[src/rtl/fetch_sequencer.sv]
// fetch_sequencer: owns the program counter and the instruction-fetch handshake.
// Issues fetch requests, fills the IF/ID register, parks one extra word in a skid
// buffer while ID is stalled, drops wrong-path data on redirect and stops on HALT.
module fetch_sequencer #(
   parameter int                PC_W     = 16,
   parameter int                INSTR_W  = 16,
   parameter logic [PC_W-1:0]   RESET_PC = '0,
   parameter int                PC_INC   = 2
) (
   input  logic               clk,
   input  logic               rst,
   input  logic               pcsrc,
   input  logic [PC_W-1:0]    branch_target,
   input  logic               stall,
   input  logic               halt_in,
   output logic               imem_req,
   output logic [PC_W-1:0]    imem_addr,
   input  logic               imem_ack,
   input  logic [INSTR_W-1:0] imem_rdata,
   output logic               if_valid,
   output logic [INSTR_W-1:0] if_instr,
   output logic [PC_W-1:0]    if_pc,
   output logic               flush,
   output logic               halted
);

   localparam logic [PC_W-1:0] INC = PC_W'(PC_INC);

   typedef enum logic [2:0] {
      S_BOOT,
      S_FETCH,
      S_HOLD,
      S_DISCARD,
      S_HALT
   } state_t;

   state_t state, state_n;

   logic [PC_W-1:0]    pc;
   logic [INSTR_W-1:0] skid_instr;
   logic [PC_W-1:0]    skid_pc;
   logic               skid_vld;
   logic               halt_pend, halt_pend_n;

   logic ack;        // response accepted this cycle
   logic id_free;    // IF/ID can take a new word at this edge
   logic redir;      // redirect takes effect at this edge
   logic halt_req;   // halt requested (now or earlier) and not cancelled
   logic load_if;    // load fetched word straight into IF/ID
   logic load_skid;  // park fetched word in the skid buffer
   logic pop_skid;   // move skid word into IF/ID
   logic pc_inc;     // advance pc past an accepted word
   logic halt_go;    // entering HALT at this edge

   assign imem_req  = (state == S_FETCH) || (state == S_DISCARD);
   assign imem_addr = pc;
   assign halted    = (state == S_HALT);

   assign ack      = imem_req && imem_ack;
   assign id_free  = !if_valid || !stall;
   assign redir    = pcsrc && (state != S_HALT);
   assign halt_req = (halt_in || halt_pend) && !pcsrc;

   // state register
   always_ff @(posedge clk or posedge rst) begin
      if (rst) state <= S_BOOT;
      else     state <= state_n;
   end

   // next state and datapath control; redirect outranks halt, halt outranks fetch
   always_comb begin
      state_n     = state;
      halt_pend_n = halt_pend;
      load_if     = 1'b0;
      load_skid   = 1'b0;
      pop_skid    = 1'b0;
      pc_inc      = 1'b0;
      halt_go     = 1'b0;
      if (state == S_HALT) begin
         state_n = S_HALT;
      end else if (redir) begin
         // a request still in flight returns old-path data, so it must be drained
         if (imem_req && !ack) state_n = S_DISCARD;
         else                  state_n = S_FETCH;
         halt_pend_n = 1'b0;
      end else if (halt_req) begin
         if (imem_req && !ack) begin
            // request cannot be withdrawn; wait for its response and drop it
            halt_pend_n = 1'b1;
         end else begin
            state_n     = S_HALT;
            halt_pend_n = 1'b0;
            halt_go     = 1'b1;
         end
      end else begin
         case (state)
            S_BOOT: state_n = S_FETCH;
            S_FETCH: begin
               if (ack) begin
                  pc_inc = 1'b1;
                  if (id_free) begin
                     load_if = 1'b1;
                  end else begin
                     load_skid = 1'b1;
                     state_n   = S_HOLD;
                  end
               end
            end
            S_HOLD: begin
               if (!stall) begin
                  pop_skid = skid_vld;
                  state_n  = S_FETCH;
               end
            end
            S_DISCARD: begin
               if (ack) state_n = S_FETCH;
            end
            default: state_n = S_BOOT;
         endcase
      end
   end

   // program counter: redirect target, or advance past each accepted word (wraps)
   always_ff @(posedge clk or posedge rst) begin
      if (rst)         pc <= RESET_PC;
      else if (redir)  pc <= branch_target;
      else if (pc_inc) pc <= pc + INC;
   end

   // IF/ID register: load new word, take skid word, or go empty when consumed
   always_ff @(posedge clk or posedge rst) begin
      if (rst) begin
         if_valid <= 1'b0;
         if_instr <= '0;
         if_pc    <= '0;
      end else if (redir || halt_go) begin
         if_valid <= 1'b0;
      end else if (load_if) begin
         if_valid <= 1'b1;
         if_instr <= imem_rdata;
         if_pc    <= pc;
      end else if (pop_skid) begin
         if_valid <= 1'b1;
         if_instr <= skid_instr;
         if_pc    <= skid_pc;
      end else if (if_valid && !stall) begin
         if_valid <= 1'b0;
      end
   end

   // skid buffer: holds the word that arrived while ID was blocked
   always_ff @(posedge clk or posedge rst) begin
      if (rst) begin
         skid_vld   <= 1'b0;
         skid_instr <= '0;
         skid_pc    <= '0;
      end else if (redir || halt_go) begin
         skid_vld <= 1'b0;
      end else if (load_skid) begin
         skid_vld   <= 1'b1;
         skid_instr <= imem_rdata;
         skid_pc    <= pc;
      end else if (pop_skid) begin
         skid_vld <= 1'b0;
      end
   end

   // remembers a halt that is waiting for an in-flight response
   always_ff @(posedge clk or posedge rst) begin
      if (rst) halt_pend <= 1'b0;
      else     halt_pend <= halt_pend_n;
   end

   // flush pulses the cycle after each redirect
   always_ff @(posedge clk or posedge rst) begin
      if (rst) flush <= 1'b0;
      else     flush <= redir;
   end

endmodule

[config.mk]
export PLATFORM = sky130hd
export DESIGN_NAME = fetch_sequencer
export DESIGN_NICKNAME = d
export VERILOG_FILES = /design/src/rtl/fetch_sequencer.sv
export SDC_FILE = /design/constraint.sdc
export NUM_CORES = 1
export LEC_CHECK = 0
export ABC_AREA = 0
export CAP_MARGIN = 10
export CORE_MARGIN = 8
export CORE_UTILIZATION = 55
export CTS_CLUSTER_DIAMETER = 40
export DETAILED_ROUTE_END_ITERATION = 10
export GPL_ROUTABILITY_DRIVEN = 1
export PLACE_DENSITY = 0.86
export REMOVE_ABC_BUFFERS = 1
export SETUP_SLACK_MARGIN = 0.05
export SYNTH_ARGS = -nofsm -noshare
export SYNTH_HDL_FRONTEND = slang
export SYNTH_SLANG_ARGS = --single-unit
[constraint.sdc]
create_clock -name clk -period 5.75 [get_ports clk]
set_input_delay 1.15 -clock clk [delete_from_list [all_inputs] [get_ports clk]]
set_output_delay 1.15 -clock clk [all_outputs]
set_load 0.005 [all_outputs]
==> impl_metrics.py, run 1 <==
metrics = {
    "global_routing": {
        "antenna_found_initial": 0,
        "grt_max_degree": 52,
        "grt_pass1_vias": 3121,
        "grtUsageTotal": 0.185,
        "grt.met2_usage": 0.318,
        "grtUsageMet3": 0.0385,
        "grt_pass1_wl_um": 15200,
        "use_met1": 0.220,
        "grt_overflow_total": 0,
        "grt-busiest-layer": "met2",
    },
    "clock_network": {
        "cts-hold-fix-buffers": 0,
        "cts_made_buffers": 9,
        "cts.path.max_buffers": 2,
        "clk_latency_ps": 340,
        "htreeDepth": 3,
        "cts_sinks": 87,
        "post_cts.repair.setup_buffers": 0,
        "post_cts_resized": 0,
        "root_buffer": "clkbuf_8",
        "cts_tree": "done",
        "clk_pin_slew_ps": 90,
    },
    "routing": {
        "remaining_drc_errors": 0,
        "antenna_left": 0,
        "finalWirelength_um": 9260,
        "wl_per_cell_um": 18.1,
        "dr.pass1.iters": 4,
        "viasPerCell": 5.68,
        "drt_iter0_drc": 195,
        "via_count": 2901,
    },
    "yosys": {
        "ys_seq_area_frac": 0.527,
        "synth_largest_area_cell": "dfrtp_1",
        "syn_area_um2": 4130,
        "ys_types": 47,
        "synthAdderAreaFrac": 0.00303,
        "avgSynthCellArea_um2": 12.8,
        "yosys-top-cells-count": "mux2_2, dfrtp_1, nand2_1",
        "yosysMostFrequentCell": "mux2_2",
        "synth_compound_area_frac": 0.0663,
        "synth_xor_area_frac": 0.00848,
        "synth-async-reset-ratio": 1.00,
        "ys_ff_latch": 87,
        "ys_warn_count": 0,
        "syn_inst": 324,
        "yosysTopAreaCellShare": 0.527,
        "synth_top_family_by_area": "multiplexers",
        "synth_ff_type": "dfrtp_1",
        "synth-edff-count": 0,
        "synth-simple-area-share": 0.0951,
        "synth_mux_area_frac": 0.264,
        "synth_area_leaders": "dfrtp_1, mux2_2, buf_4, o21ai_0, nand2_1",
    },
    "critical_path": {
        "startpoint_type": "primary input",
        "critical_path_required_ps": 5980,
        "crit_path_max_incr_delay_ps": 750,
        "crit_top_cell": "mux2_2",
        "endpoint_kind": "register",
        "crit_path_top_delay_cell": "nand3_2",
        "worstPathMaxFanout": 32,
        "cp.arrival_ps": 3650,
        "path_cells": "clkdlybuf4s50_1 > nor3_4 > nand3_2 > mux2_2 > mux2_2",
        "critical_path_class": "primary input to register",
    },
    "power": {
        "clock_power_share": 0.249,
        "ir_worst_vdd_v": 0.000190,
        "power_density_nw_per_um2": 333,
        "p_leak_nw": 2.41,
        "p_sw_frac": 0.301,
        "p_sw_mw": 0.526,
        "finalPower_mw": 1.75,
        "power_frac_comb": 0.279,
        "seq_power_share": 0.472,
        "cellInternalPower_mw": 1.22,
    },
    "floorplan": {
        "die_x_um": 103,
        "die_h_um": 103,
        "core_um2": 7250,
        "initial_core_util": 0.570,
        "row_count": 31,
        "die_area_um2": 10500,
        "ios": 90,
    },
    "sta": {
        "hold_viol": 0,
        "rsz0062_at_grt": "no",
        "period_share": 0.594,
        "fmax_mhz": 293,
        "setup_viol": 0,
        "finClkSkew_ps": 9.28,
        "relSlewSlack": 0.233,
        "fin_ws_ps": 2330,
        "slew_viol_final": 0,
        "finalSetupTns_ps": 0,
        "min_period_ps": 3420,
        "worstMarginPinSlew_ps": 1150,
    },
    "placed_design": {
        "hpwl_um": 6360,
        "io_buffers": 89,
        "placed_area_um2": 5050,
        "pre_cts_ws_ps": 1940,
        "place_inst": 495,
        "place.gp.congestion": 0.859,
    },
    "finish": {
        "diodes": 0,
        "finalNonFillerCells": 511,
        "fin_nets": 446,
        "nFillCells": 521,
        "final_cell_area_um2": 5250,
        "syn_to_final_growth_pct": 27.1,
        "drive_above_1_share": 0.294,
    },
    "status": {
        "status": "completed",
    },
    "min_path": {
        "hold_path.class": "register to register",
    },
    "run": {
        "max_cap_viol_count": 0,
    },
}
-- layout by cell type, fill, tap and decap left out, types with 2 or more instances in the layout --
| cell type | n |
|---|---|
| a31oi_1 | 7 |
| nand2_1 | 14 |
| a211oi_1 | 3 |
| xor2_1 | 4 |
| mux2_2 | 95 |
| inv_1 | 8 |
| o31ai_1 | 3 |
| o21ai_0 | 13 |
| or3_1 | 6 |
| a21oi_1 | 5 |
| dfrtp_1 | 87 |
| nand3_1 | 5 |
| nor2_1 | 13 |
| inv_6 | 2 |
| clkbuf_8 | 10 |
| and3_1 | 2 |
| and2_1 | 3 |
| a311oi_1 | 2 |
| nand4_1 | 5 |
| clkdlybuf4s50_1 | 89 |
| and4bb_2 | 2 |
| nor2b_1 | 4 |
-- logic make-up (layout without fill, tap and decap cells) --
| logic type | count (synthesis) | in the layout |
|---|---|---|
| AO/OA/AOI/OAI | 42 | 42 |
| XOR/XNOR | 4 | 4 |
| adder cells (fa/ha/maj) | 1 | 1 |
| buffers and inverters | 27 | 115 |
| flip-flops | 87 | 87 |
| multiplexers | 97 | 97 |
| AND/OR/NAND/NOR | 66 | 66 |
-- worst max-delay path: cells and delay by family --
| kind | cells | cell delay (ps) |
|---|---|---|
| multiplexers | 2 | 830 |
| buffers and inverters | 1 | 580 |
| AND/OR/NAND/NOR | 2 | 1050 |
-- per-stage QoR --
step | hold WS, ps | util
finish | 503 | 0.724
global route | 521 | 0.724
CTS | 506 | 0.724
detailed placement | 486 | 0.696
global placement | 468 | 0.696
floorplan | 459 | -
-- worst paths after layout --
check	startpoint	to	slack, ps	cells past startpoint
setup / recovery	pcsrc	if_instr[6]	2330	5
hold / removal	skid_instr[0]	skid_instr[0]	500	1
hold reg to reg	skid_instr[0]	skid_instr[0]	500	1
setup reg to reg	state[2]	imem_addr[4]	3080	5
min in group asynchronous	rst	if_instr[6]	1270	2
max in group asynchronous	rst	skid_pc[2]	3490	3
-- state kept, by name (all words and copies together) (netlist names) --
| name | flops |
|---|---|
| flush | 1 |
| halt_pend | 1 |
| if_instr | 16 |
| if_pc | 16 |
| if_valid | 1 |
| imem_addr | 16 |
| skid_instr | 16 |
| skid_pc | 16 |
| skid_vld | 1 |
| state | 3 |
-- cell type report --
class	count	area, um^2	share of cell area
Clock buffer	11	141	0.0269
Clock inverter	5	63.8	0.0121
Inverter	9	35.0	0.00667
Multi-Input combinational cell	210	1810	0.345
Sequential cell	87	2180	0.414
Tap cell	99	124	0.0236
Timing Repair Buffer	90	898	0.171
-- power groups by stage --
stage          clock network [mW]  logic (mW)  registers [mW]
6_report                    0.436       0.489           0.826
5_1_grt                     0.467       0.536           0.843
4_1_cts                     0.445       0.496           0.823
3_5_place_dp                    0       0.494           0.834
3_3_place_gp                    0       0.483           0.831
2_1_floorplan                   0       0.242           0.811
-- metal layers --
metal | vias up | part of all wire | wire length, um
li1 | 1350 | - | -
met1 | 1467 | 0.42 | 3920
met2 | 75 | 0.51 | 4690
met3 | 9 | 0.054 | 498
met4 | 0 | 0.016 | 150
met5 | - | 0 | 0
(Power assumes the default switching activity.)
==> run 2: changes to the inputs <==
Settings changed: CORE_UTILIZATION 55 to 46, PLACE_DENSITY 0.86 to 0.76.
Clock period 5.75 ns to 2.8 ns, I/O delays scaled along.
==> impl_metrics.py, run 2 (synthesized netlist as in run 1, its figures left out) <==
metrics = {
    "critical_path": {
        "rrSetupSlack_ps": 850,
        "cp.arrival_ps": 2110,
        "worstPathMaxFanout": 11,
        "endpoint_kind": "primary output",
        "crit_path_top_delay_cell": "or3b_2",
        "r2r_end": "imem_addr[15]",
        "startpoint_type": "register",
        "critical_path_class": "register to primary output",
        "path_cells": "or3b_2 > inv_1 > clkdlybuf4s50_1",
        "reg2reg_depth": 5,
        "critical_path_required_ps": 2240,
        "crit_path_max_incr_delay_ps": 570,
        "setup.worst_path.start": "state[2]",
        "r2r_start": "imem_addr[1]",
    },
    "sta": {
        "slew_viol_final": 0,
        "finClkSkew_ps": 7.36,
        "worstMarginPinSlew_ps": 451,
        "finalSetupTns_ps": 0,
        "fmax_mhz": 375,
        "relSlewSlack": 0.695,
        "min_period_ps": 2670,
        "period_share": 0.952,
        "hold_viol": 0,
        "setup_viol": 0,
        "rsz0062_at_grt": "no",
    },
    "floorplan": {
        "die_x_um": 111,
        "initial_core_util": 0.474,
        "ios": 90,
        "die_h_um": 111,
        "die_area_um2": 12300,
        "core_um2": 8720,
        "row_count": 34,
    },
    "power": {
        "finalPower_mw": 3.68,
        "p_sw_frac": 0.297,
        "power_density_nw_per_um2": 684,
        "seq_power_share": 0.462,
        "cellInternalPower_mw": 2.59,
        "p_sw_mw": 1.09,
        "clock_power_share": 0.260,
        "p_leak_nw": 2.46,
        "power_frac_comb": 0.277,
        "ir_worst_vdd_v": 0.000406,
    },
    "clock_network": {
        "clk_pin_slew_ps": 90,
        "clk_latency_ps": 350,
        "cts_made_buffers": 9,
        "cts_sinks": 87,
        "cts-hold-fix-buffers": 0,
        "htreeDepth": 3,
        "post_cts_resized": 0,
        "cts_tree": "done",
        "post_cts.repair.setup_buffers": 0,
        "cts.path.max_buffers": 2,
        "root_buffer": "clkbuf_8",
    },
    "finish": {
        "nFillCells": 712,
        "drive_above_1_share": 0.308,
        "syn_to_final_growth_pct": 30.3,
        "fin_nets": 453,
        "final_common_cell": "mux2_2",
        "diodes": 0,
        "final_cell_mix": "mux2_2, clkdlybuf4s50_1, dfrtp_1",
        "fin_util": 0.617,
        "final_cell_area_um2": 5380,
    },
    "placed_design": {
        "io_buffers": 89,
        "place.gp.congestion": 0.878,
        "placed_area_um2": 5160,
        "hpwl_um": 6650,
    },
    "routing": {
        "wl_per_cell_um": 18.1,
        "drt_iter0_drc": 123,
        "via_count": 2936,
        "antenna_left": 0,
        "dr.pass1.iters": 4,
        "remaining_drc_errors": 0,
        "viasPerCell": 5.57,
        "finalWirelength_um": 9520,
    },
    "global_routing": {
        "grtUsageTotal": 0.156,
        "grt_pass1_vias": 3099,
        "grt_max_degree": 66,
        "grt_overflow_total": 0,
        "antenna_found_initial": 0,
        "grt_pass1_wl_um": 15900,
    },
    "run": {
        "max_cap_viol_count": 0,
    },
    "min_path": {
        "hold_path.class": "primary input to asynchronous set/reset pin",
    },
    "status": {
        "status": "completed",
    },
}
run 2: cell count changes in the layout (fill, tap and decap cells not counted), sizes merged:
| cell | change |
|---|---|
| buf | +7 |
| clkinvlp | +2 |
| inv | -1 |
| clkbuf | -2 |
| bufinv | +1 |
run 2: per-stage QoR:
step	worst slack, ps	hold slack, ps	cells
finish	135	508	527
global route	78.4	520	527
CTS	138	507	527
detailed placement	228	487	511
global placement	296	472	511
floorplan	-10.2	459	306
run 2: layout make-up:
cell class | count | area [um^2] | area share
multi-input cells | 210 | 1810 | 0.337
flip-flops and latches | 87 | 2180 | 0.405
inverters | 9 | 35.0 | 0.00651
clock buffers | 9 | 124 | 0.0230
repair buffers | 97 | 1000 | 0.186
clock inverters | 7 | 96.3 | 0.0179
well taps | 108 | 135 | 0.0251
run 2: worst max-delay path: cells and delay by family, from the launching register on:
kind,cells,cell delay (ps)
buffers and inverters,2,650
and+or+nand+nor,1,570
DFF,1,540
run 2: power by group through the flow:
stage,combinational (mW),clock (mW),sequential (mW)
6_report,1.02,0.958,1.70
5_1_grt,1.12,1.03,1.74
4_1_cts,1.04,0.985,1.70
3_5_place_dp,1.03,0,1.72
3_3_place_gp,1.01,0,1.71
2_1_floorplan,0.497,0,1.67
run 2: metal layers:
| layer | wire, um | vias up | track usage | part of all wire |
|---|---|---|---|---|
| met3 | 438 | 15 | 0.0395 | 0.046 |
| met2 | 4460 | 73 | 0.244 | 0.47 |
| li1 | - | 1356 | - | - |
| met4 | 208 | 0 | 0.0685 | 0.022 |
| met1 | 4410 | 1492 | 0.199 | 0.46 |
| met5 | 0 | - | 0 | 0 |
run 2: worst max path at each step:
stage / endpoint / slack (ps) / cells after the start
finish: halted / 130 / 3
floorplan: flush / -10 / 1
CTS: halted / 140 / 3
global route: halted / 80 / 3
global placement: if_instr[15] / 300 / 5
detailed placement: skid_instr[0] / 230 / 6
==> run 3: changes to the inputs <==
Settings changed: CELL_PAD_IN_SITES_DETAIL_PLACEMENT from default to 0, CELL_PAD_IN_SITES_GLOBAL_PLACEMENT from default to 2, CORE_UTILIZATION 46 to 30, PLACE_DENSITY 0.76 to default, PLACE_DENSITY_LB_ADDON from default to 0.1.
==> impl_metrics.py, run 3 (synthesized netlist as in run 1, its figures left out) <==
metrics = {
    "clock_network": {
        "cts_tree": "done",
        "clk_latency_ps": 340,
        "cts-hold-fix-buffers": 0,
        "cts_made_buffers": 9,
        "cts_sinks": 87,
        "root_buffer": "clkbuf_16",
        "cts.path.max_buffers": 2,
        "post_cts_resized": 0,
        "clk_pin_slew_ps": 60,
        "htreeDepth": 3,
        "post_cts.repair.setup_buffers": 0,
    },
    "routing": {
        "antenna_left": 0,
        "remaining_drc_errors": 0,
        "dr.pass1.iters": 4,
        "wl_per_cell_um": 17.6,
        "drt_iter0_drc": 75,
        "via_count": 2879,
        "viasPerCell": 4.78,
        "finalWirelength_um": 10600,
    },
    "power": {
        "p_sw_mw": 1.15,
        "finalPower_mw": 3.93,
        "ir_worst_vdd_v": 0.000230,
        "clock_power_share": 0.302,
        "power_density_nw_per_um2": 705,
        "p_sw_frac": 0.292,
        "seq_power_share": 0.430,
        "p_leak_nw": 2.53,
        "cellInternalPower_mw": 2.79,
        "power_frac_comb": 0.268,
    },
    "sta": {
        "period_share": 0.922,
        "relSlewSlack": 0.683,
        "setup_viol": 0,
        "min_period_ps": 2580,
        "fmax_mhz": 388,
        "worstMarginPinSlew_ps": 475,
        "rsz0062_at_grt": "no",
        "slew_viol_final": 0,
        "fin_hold_ws_ps": 501,
        "finClkSkew_ps": 11.5,
        "hold_viol": 0,
        "fin_ws_ps": 219,
    },
    "floorplan": {
        "die_area_um2": 17800,
        "die_h_um": 133,
        "row_count": 43,
        "initial_core_util": 0.302,
        "die_x_um": 133,
        "ios": 90,
        "core_um2": 13700,
    },
    "critical_path": {
        "critical_path_class": "register to primary output",
        "setup.worst_path.start": "state[0]",
        "critical_path_required_ps": 2240,
        "endpoint_kind": "primary output",
        "crit_path_top_delay_cell": "or3b_2",
        "startpoint_type": "register",
        "cp.arrival_ps": 2020,
        "path_cells": "or3b_2 > inv_1 > clkdlybuf4s50_1",
        "worstPathMaxFanout": 11,
        "r2r_start": "state[2]",
        "reg2reg_depth": 6,
        "crit_path_max_incr_delay_ps": 560,
    },
    "placed_design": {
        "pre_cts_ws_ps": 262,
        "placed_area_um2": 5290,
        "place.gp.congestion": 0.746,
        "io_buffers": 89,
        "hpwl_um": 7140,
    },
    "finish": {
        "final_cell_area_um2": 5580,
        "syn_to_final_growth_pct": 35.1,
        "final_cell_mix": "mux2_2, clkdlybuf4s50_1, dfrtp_1",
        "diodes": 0,
        "drive_above_1_share": 0.310,
        "fin_util": 0.408,
        "final_common_cell": "mux2_2",
        "fin_nets": 457,
    },
    "global_routing": {
        "grt_pass1_wl_um": 17600,
        "grtUsageTotal": 0.126,
        "grt_overflow_total": 0,
        "grt_pass1_vias": 3211,
        "antenna_found_initial": 0,
        "grt_max_degree": 88,
    },
    "run": {
        "max_cap_viol_count": 0,
    },
    "status": {
        "status": "completed",
    },
    "min_path": {
        "hold_path.class": "register to register",
        "hold_start": "skid_pc[9]",
        "holdPathStages": 1,
    },
}
-- run 3: worst paths after layout --
kind                                  to  slack, ps
max in group asynchronous     skid_pc[9]       1790
min in group asynchronous  skid_instr[6]        660
setup reg to reg           skid_instr[0]        770
hold reg to reg               skid_pc[9]        500
hold / removal                skid_pc[9]        500
setup / recovery                  halted        220
-- run 3: power by group through the flow --
stage / logic (mW) / registers [mW] / clock network (mW)
after floorplan: 0.497 / 1.67 / 0
after global placement: 1.07 / 1.71 / 0
after detailed placement: 1.07 / 1.72 / 0
after CTS: 1.08 / 1.70 / 1.25
after global routing: 1.17 / 1.74 / 1.29
final: 1.05 / 1.69 / 1.19
-- run 3: cell type report --
cell class	count	area, um^2
Fill cell	1324	8090
Sequential cell	87	2180
Multi-Input combinational cell	210	1810
Timing Repair Buffer	101	1040
Clock buffer	10	229
Tap cell	180	225
Clock inverter	5	57.6
Inverter	9	35.0
-- run 3: worst max-delay path, delay by kind of cell (launching register included) --
kind                   cells  cell delay, ps
buffers and inverters      2             640
flip-flops                 1             480
AND/OR/NAND/NOR            1             560
-- run 3: metrics by stage --
step	cells	TNS (ps)
finish	602	0
global route	602	0
CTS	602	0
detailed placement	587	0
global placement	587	0
floorplan	306	-887
-- run 3: per-layer routing --
metal	up-vias	part of all wire	global-route usage
li1	1370	-	-
met1	1437	0.47	0.161
met2	60	0.46	0.195
met3	12	0.054	0.0361
met4	0	0.017	0.0505
met5	-	0	0
==> edit 1 (settings of run 3) <==
Change the parameter `INSTR_W` from 16 to 12.
--- a/src/rtl/fetch_sequencer.sv
+++ b/src/rtl/fetch_sequencer.sv
@@ -3,7 +3,7 @@
 // buffer while ID is stalled, drops wrong-path data on redirect and stops on HALT.
 module fetch_sequencer #(
    parameter int                PC_W     = 16,
-   parameter int                INSTR_W  = 16,
+   parameter int                INSTR_W  = 12,
    parameter logic [PC_W-1:0]   RESET_PC = '0,
    parameter int                PC_INC   = 2
 ) (
Interface: changed (resized if_instr and imem_rdata); port bits go from 90 to 82. The function was not compared with the original's and may differ.
==> edit 1 against run 3 <==
  * First-iteration DRC count grew 53%
  * Design area fell by 5.9%
  * Routed wire length is 11% lower
  * Via count decreased by 9.7%
  * Area after synthesis is 6.2% lower
  * Sequential cell count shrank 8
  * Power grew 16%
  * Worst setup slack improved by 0.10 ns
  * Highest routed layer unchanged
  * Global-route usage down 0.75 points
  * Critical path type unchanged
==> edit 1: results (changes against run 3) <==
most area-consuming cells after synthesis dfrtp_1 51%, mux2_2 19%, mux2_4 7.7%, nor2_1 1.5%, or4_1 1.4%; Final #Nets 420 (-8.1%); slowest cell on the critical path clkdlybuf4s50_1; worst min path class input port to asynchronous set/reset pin; RR Startpoint state[0]; drt wl/cell 16.8 um (-4.7%); Antenna diodes 0 (unchanged); Worst Path Arrival 1.92 ns (-0.10 ns); DPL Wire Length 6370 um (-11%); Max VDD drop 0.000455 V (+98%); Yosys cell types 47 (unchanged); status completed; total iterations of the first detailed-routing run 4 (unchanged); R2R depth 5 (-1); Critical Path Max Stage Delay 0.51 ns (-0.05 ns); Reg2Reg Capture Point if_instr[11]; ys async rst share 100% (unchanged); CTS Buffer Depth 2 (unchanged); Setup Slack @ Placement 0.141 ns (-0.121 ns); vias in the first global route 2843 (-11%); commonest cells in the netlist 79 x dfrtp_1, 65 x mux2_2, 20 x mux2_4; Clock Pin Slew Worst Setup and Hold Paths 0.06 ns (about the same); Post-CTS Setup Bufs 0 (unchanged); cts repair resizes 0 (unchanged); CP max FO 8 (-3); fillers 1212 (-8.5%); Slew HR 66.7% (-1.7 points); first-pass GRT wire length 15200 um (-13%); Syn-to-layout area delta 35.5%; DR vias/cell 4.63 (-3.3%); port buffer count 81 (-9.0%); Leakage 2.32 nW (-8.2%); Tot GR Track Use 11.8% (-0.75 points); largest net degree at the start of global routing 79 (-10%); Synth warnings 0 (unchanged); initial antenna violation count 0 (unchanged); Fin Clk Skew 0.00602 ns (-0.00546 ns); fraction of layout cells with a size suffix above 1 30.8% (-0.27 points); Seq/Total Area, Yosys 51.0% (-1.7 points); GPL Wtd Cong 0.744 (-0.31%); flop2flop setup slack 0.70 ns (-0.07 ns); Iteration-0 DRC Markers 115 (+53%); Cell Area, Placed 4930 um^2 (-6.9%); H-tree levels 3 (unchanged)
[edit 1: routing by layer]
layer,up-vias,wire [um],track usage [%]
li1,1262,-,-
met5,-,0,0
met1,1261,4510,15.3
met2,67,4100,17.5
met4,0,115,3.69
met3,10,712,4.93
[edit 1: cell families (layout without fill, tap and decap cells)]
logic type	Yosys count	after routing	share of synthesized area, %
xor gates and xnor gates	6	6	1.36
adders and majority gates	1	1	0.323
AOI/OAI and AO/OA	39	39	6.75
muxes	87	87	27.2
buffers and inverters	22	114	4.07
DFF	79	79	51.0
and+or+nand+nor	64	64	9.33
[edit 1: worst max path at each step]
stage,startpoint,endpoint,slack (ns),cells after the start
finish,state[1],halted,0.32,3
global route,state[1],halted,0.23,3
global placement,halt_in,if_instr[11],0.17,5
floorplan,imem_ack,if_instr[10],-0.67,4
detailed placement,halt_in,if_instr[9],0.14,5
CTS,state[1],halted,0.28,3
[edit 1: area by class of cell]
| type | count | share of cell area [%] |
|---|---|---|
| flip-flops and latches | 79 | 37.6 |
| clock buffers | 11 | 4.62 |
| multi-input cells | 197 | 33.4 |
| clock inverters | 5 | 1.55 |
| repair buffers | 92 | 18.2 |
| inverters | 6 | 0.453 |
| well taps | 172 | 4.10 |
[edit 1: where the power goes]
part           switching (mW)  total (mW)  leakage [nW]  internal [mW]
Clock                   0.467        1.27         0.156          0.806
Combinational           0.557        1.54          1.12          0.984
Sequential              0.312        1.75          1.05           1.43
[edit 1: through the flow]
stage / power (mW) / TNS [ns] / hold slack, ns / cells
4_1_cts: 4.66 / 0 / 0.378 / 562
5_1_grt: 4.86 / 0 / 0.395 / 562
3_3_place_gp: 3.34 / 0 / 0.484 / 546
6_report: 4.56 / 0 / 0.391 / 562
2_1_floorplan: 2.46 / -19.18 / 0.475 / 282
3_5_place_dp: 3.34 / 0 / 0.490 / 546
==> edit 2 (config.mk and constraints of run 3) <==
Without the edit above. The 5 states of `state_t` get a one-hot encoding in 5 bits.
--- a/src/rtl/fetch_sequencer.sv
+++ b/src/rtl/fetch_sequencer.sv
@@ -26,12 +26,12 @@
 
    localparam logic [PC_W-1:0] INC = PC_W'(PC_INC);
 
-   typedef enum logic [2:0] {
-      S_BOOT,
-      S_FETCH,
-      S_HOLD,
-      S_DISCARD,
-      S_HALT
+   typedef enum logic [4:0] {
+      S_BOOT    = 5'b00001,
+      S_FETCH   = 5'b00010,
+      S_HOLD    = 5'b00100,
+      S_DISCARD = 5'b01000,
+      S_HALT    = 5'b10000
    } state_t;
 
    state_t state, state_n;
Formal check against the unedited RTL: no difference found for any inputs over 4 cycles, from zero or initial values and one cycle with rst high; so few cycles prove little.
==> edit 2 against run 3 <==
  * Cell count up 17%
  * Critical path depth unchanged
  * Design area up 4.0%
  * First-iteration DRC count rose to 3.7 times the old value
  * Routed wire length up 28%
  * Utilization down 0.30 points
  * Global-route usage up 2.7 points
  * Power up 28%
  * Worst setup slack worse by 0.037 ns
  * Combinational power up 81%
  * Area after synthesis up 4.7%
  * Fmax down 1.4%
  * Sequential cell count up 2
  * Die area up 4.1%
  * Largest cell class unchanged
  * Largest power group unchanged
==> edit 2: results (changes against run 3) <==
Critical Path Max Stage Delay 0.60 ns (+0.04 ns); most area-consuming cells after synthesis dfrtp_1 51%, mux2_2 7.0%, a31oi_1 6.1%, nand3_1 5.2%, o21ai_0 4.4%; worst setup path startpoint state[1]; Fin Clk Skew 0.00926 ns (-0.00222 ns); CP max FO 5 (-6); hold path startpoint skid_instr[8]; fraction of layout cells with a size suffix above 1 14.6% (-16 points); Final #Nets 556 (+22%); Yosys cell types 48 (+2.1%); Slew HR 23.8% (-45 points); Tot GR Track Use 15.2% (+2.7 points); status completed; Iteration-0 DRC Markers 281 (+270%); commonest cells in the netlist 88 x dfrtp_1, 45 x nand3_1, 42 x a31oi_1; Seq/Total Area, Yosys 51.5% (-1.2 points); vias in the first global route 3879 (+21%); slowest cell on the critical path or4_4; largest net degree at the start of global routing 47 (-47%); worst min path class flop to flop; Net Sw Power 1.71 mW (+49%); first-pass GRT wire length 22000 um (+25%); Worst Path Arrival 2.06 ns (+0.04 ns); fillers 1432 (+8.2%); drt wl/cell 19.3 um (+9.3%); DPL Wire Length 8830 um (+24%); Cell Area, Placed 5540 um^2 (+4.7%)
-- edit 2: cell types whose count changed after synthesis, moves of 4 or more --
cell      before  now
clkbuf_1       3   22
mux2_2        95   27
o311ai_0       0    4
a31oi_1        7   42
nand3_1        5   45
buf_4          9    0
buf_2          5   14
nor3_1         1   34
or4_1          1   11
o21ai_1        0    4
mux2_1         1    5
o21ai_0       13   38
-- edit 2: layout make-up --
type,count,area [um^2],share of cell area [%]
Inverter,9,36.3,0.625
Timing Repair Buffer,113,1130,19.5
Clock buffer,13,240,4.14
Multi-Input combinational cell,295,1920,33.0
Sequential cell,89,2230,38.4
Tap cell,184,230,3.97
Clock inverter,3,17.5,0.302
-- edit 2: metal layers --
metal | wire, um | global-route usage (%)
met5 | 0 | 0
met4 | 302 | 6.28
met3 | 909 | 3.29
met2 | 6040 | 22.9
met1 | 6340 | 20.8
-- edit 2: through the flow --
stage          setup TNS [ns]  utilization [%]  hold slack [ns]  worst slack, ns  cells
6_report                    0             40.5            0.488            0.183    706
5_1_grt                     0             40.5            0.502            0.103    706
4_1_cts                     0             40.5            0.489           0.0837    706
3_5_place_dp                0             38.7            0.474            0.185    690
3_3_place_gp                0             38.7            0.466            0.204    690
2_1_floorplan          -29.94                -            0.458           -0.518    393
-- edit 2: final timing paths --
kind | endpoint | slack, ns | cells past startpoint
hold / removal | skid_instr[8] | 0.49 | 1
min in group asynchronous | if_instr[12] | 0.65 | 2
max in group asynchronous | if_instr[10] | 1.53 | 3
setup / recovery | halted | 0.18 | 3
hold reg to reg | skid_instr[8] | 0.49 | 1
setup reg to reg | if_instr[9] | 0.22 | 5
-- edit 2: cells by family (layout without fill, tap and decap cells) --
kind of cell    count (synthesis)  count (layout)  share of synthesized area (%)
simple gates                  147             147                           18.1
compound gates                110             110                           15.6
flops                          89              89                           51.5
buf+inv                        49             138                           5.03
mux                            34              34                           8.91
xor+xnor                        3               3                          0.608
fa+ha+maj                       1               1                          0.289
-- edit 2: worst max-delay path: cells and delay by family, from the launching register on --
family / cells / cell delay [ns]
AND/OR/NAND/NOR: 2 / 0.79
flip-flops: 1 / 0.40
buffers and inverters: 1 / 0.54
-- edit 2: power by group through the flow --
stage	clock network, mW	logic (mW)	registers [mW]
after CTS	1.13	1.93	2.05
final	1.10	1.90	2.05
after detailed placement	0	1.92	2.07
after floorplan	0	0.741	2.01
after global placement	0	1.91	2.06
after global routing	1.19	2.10	2.12
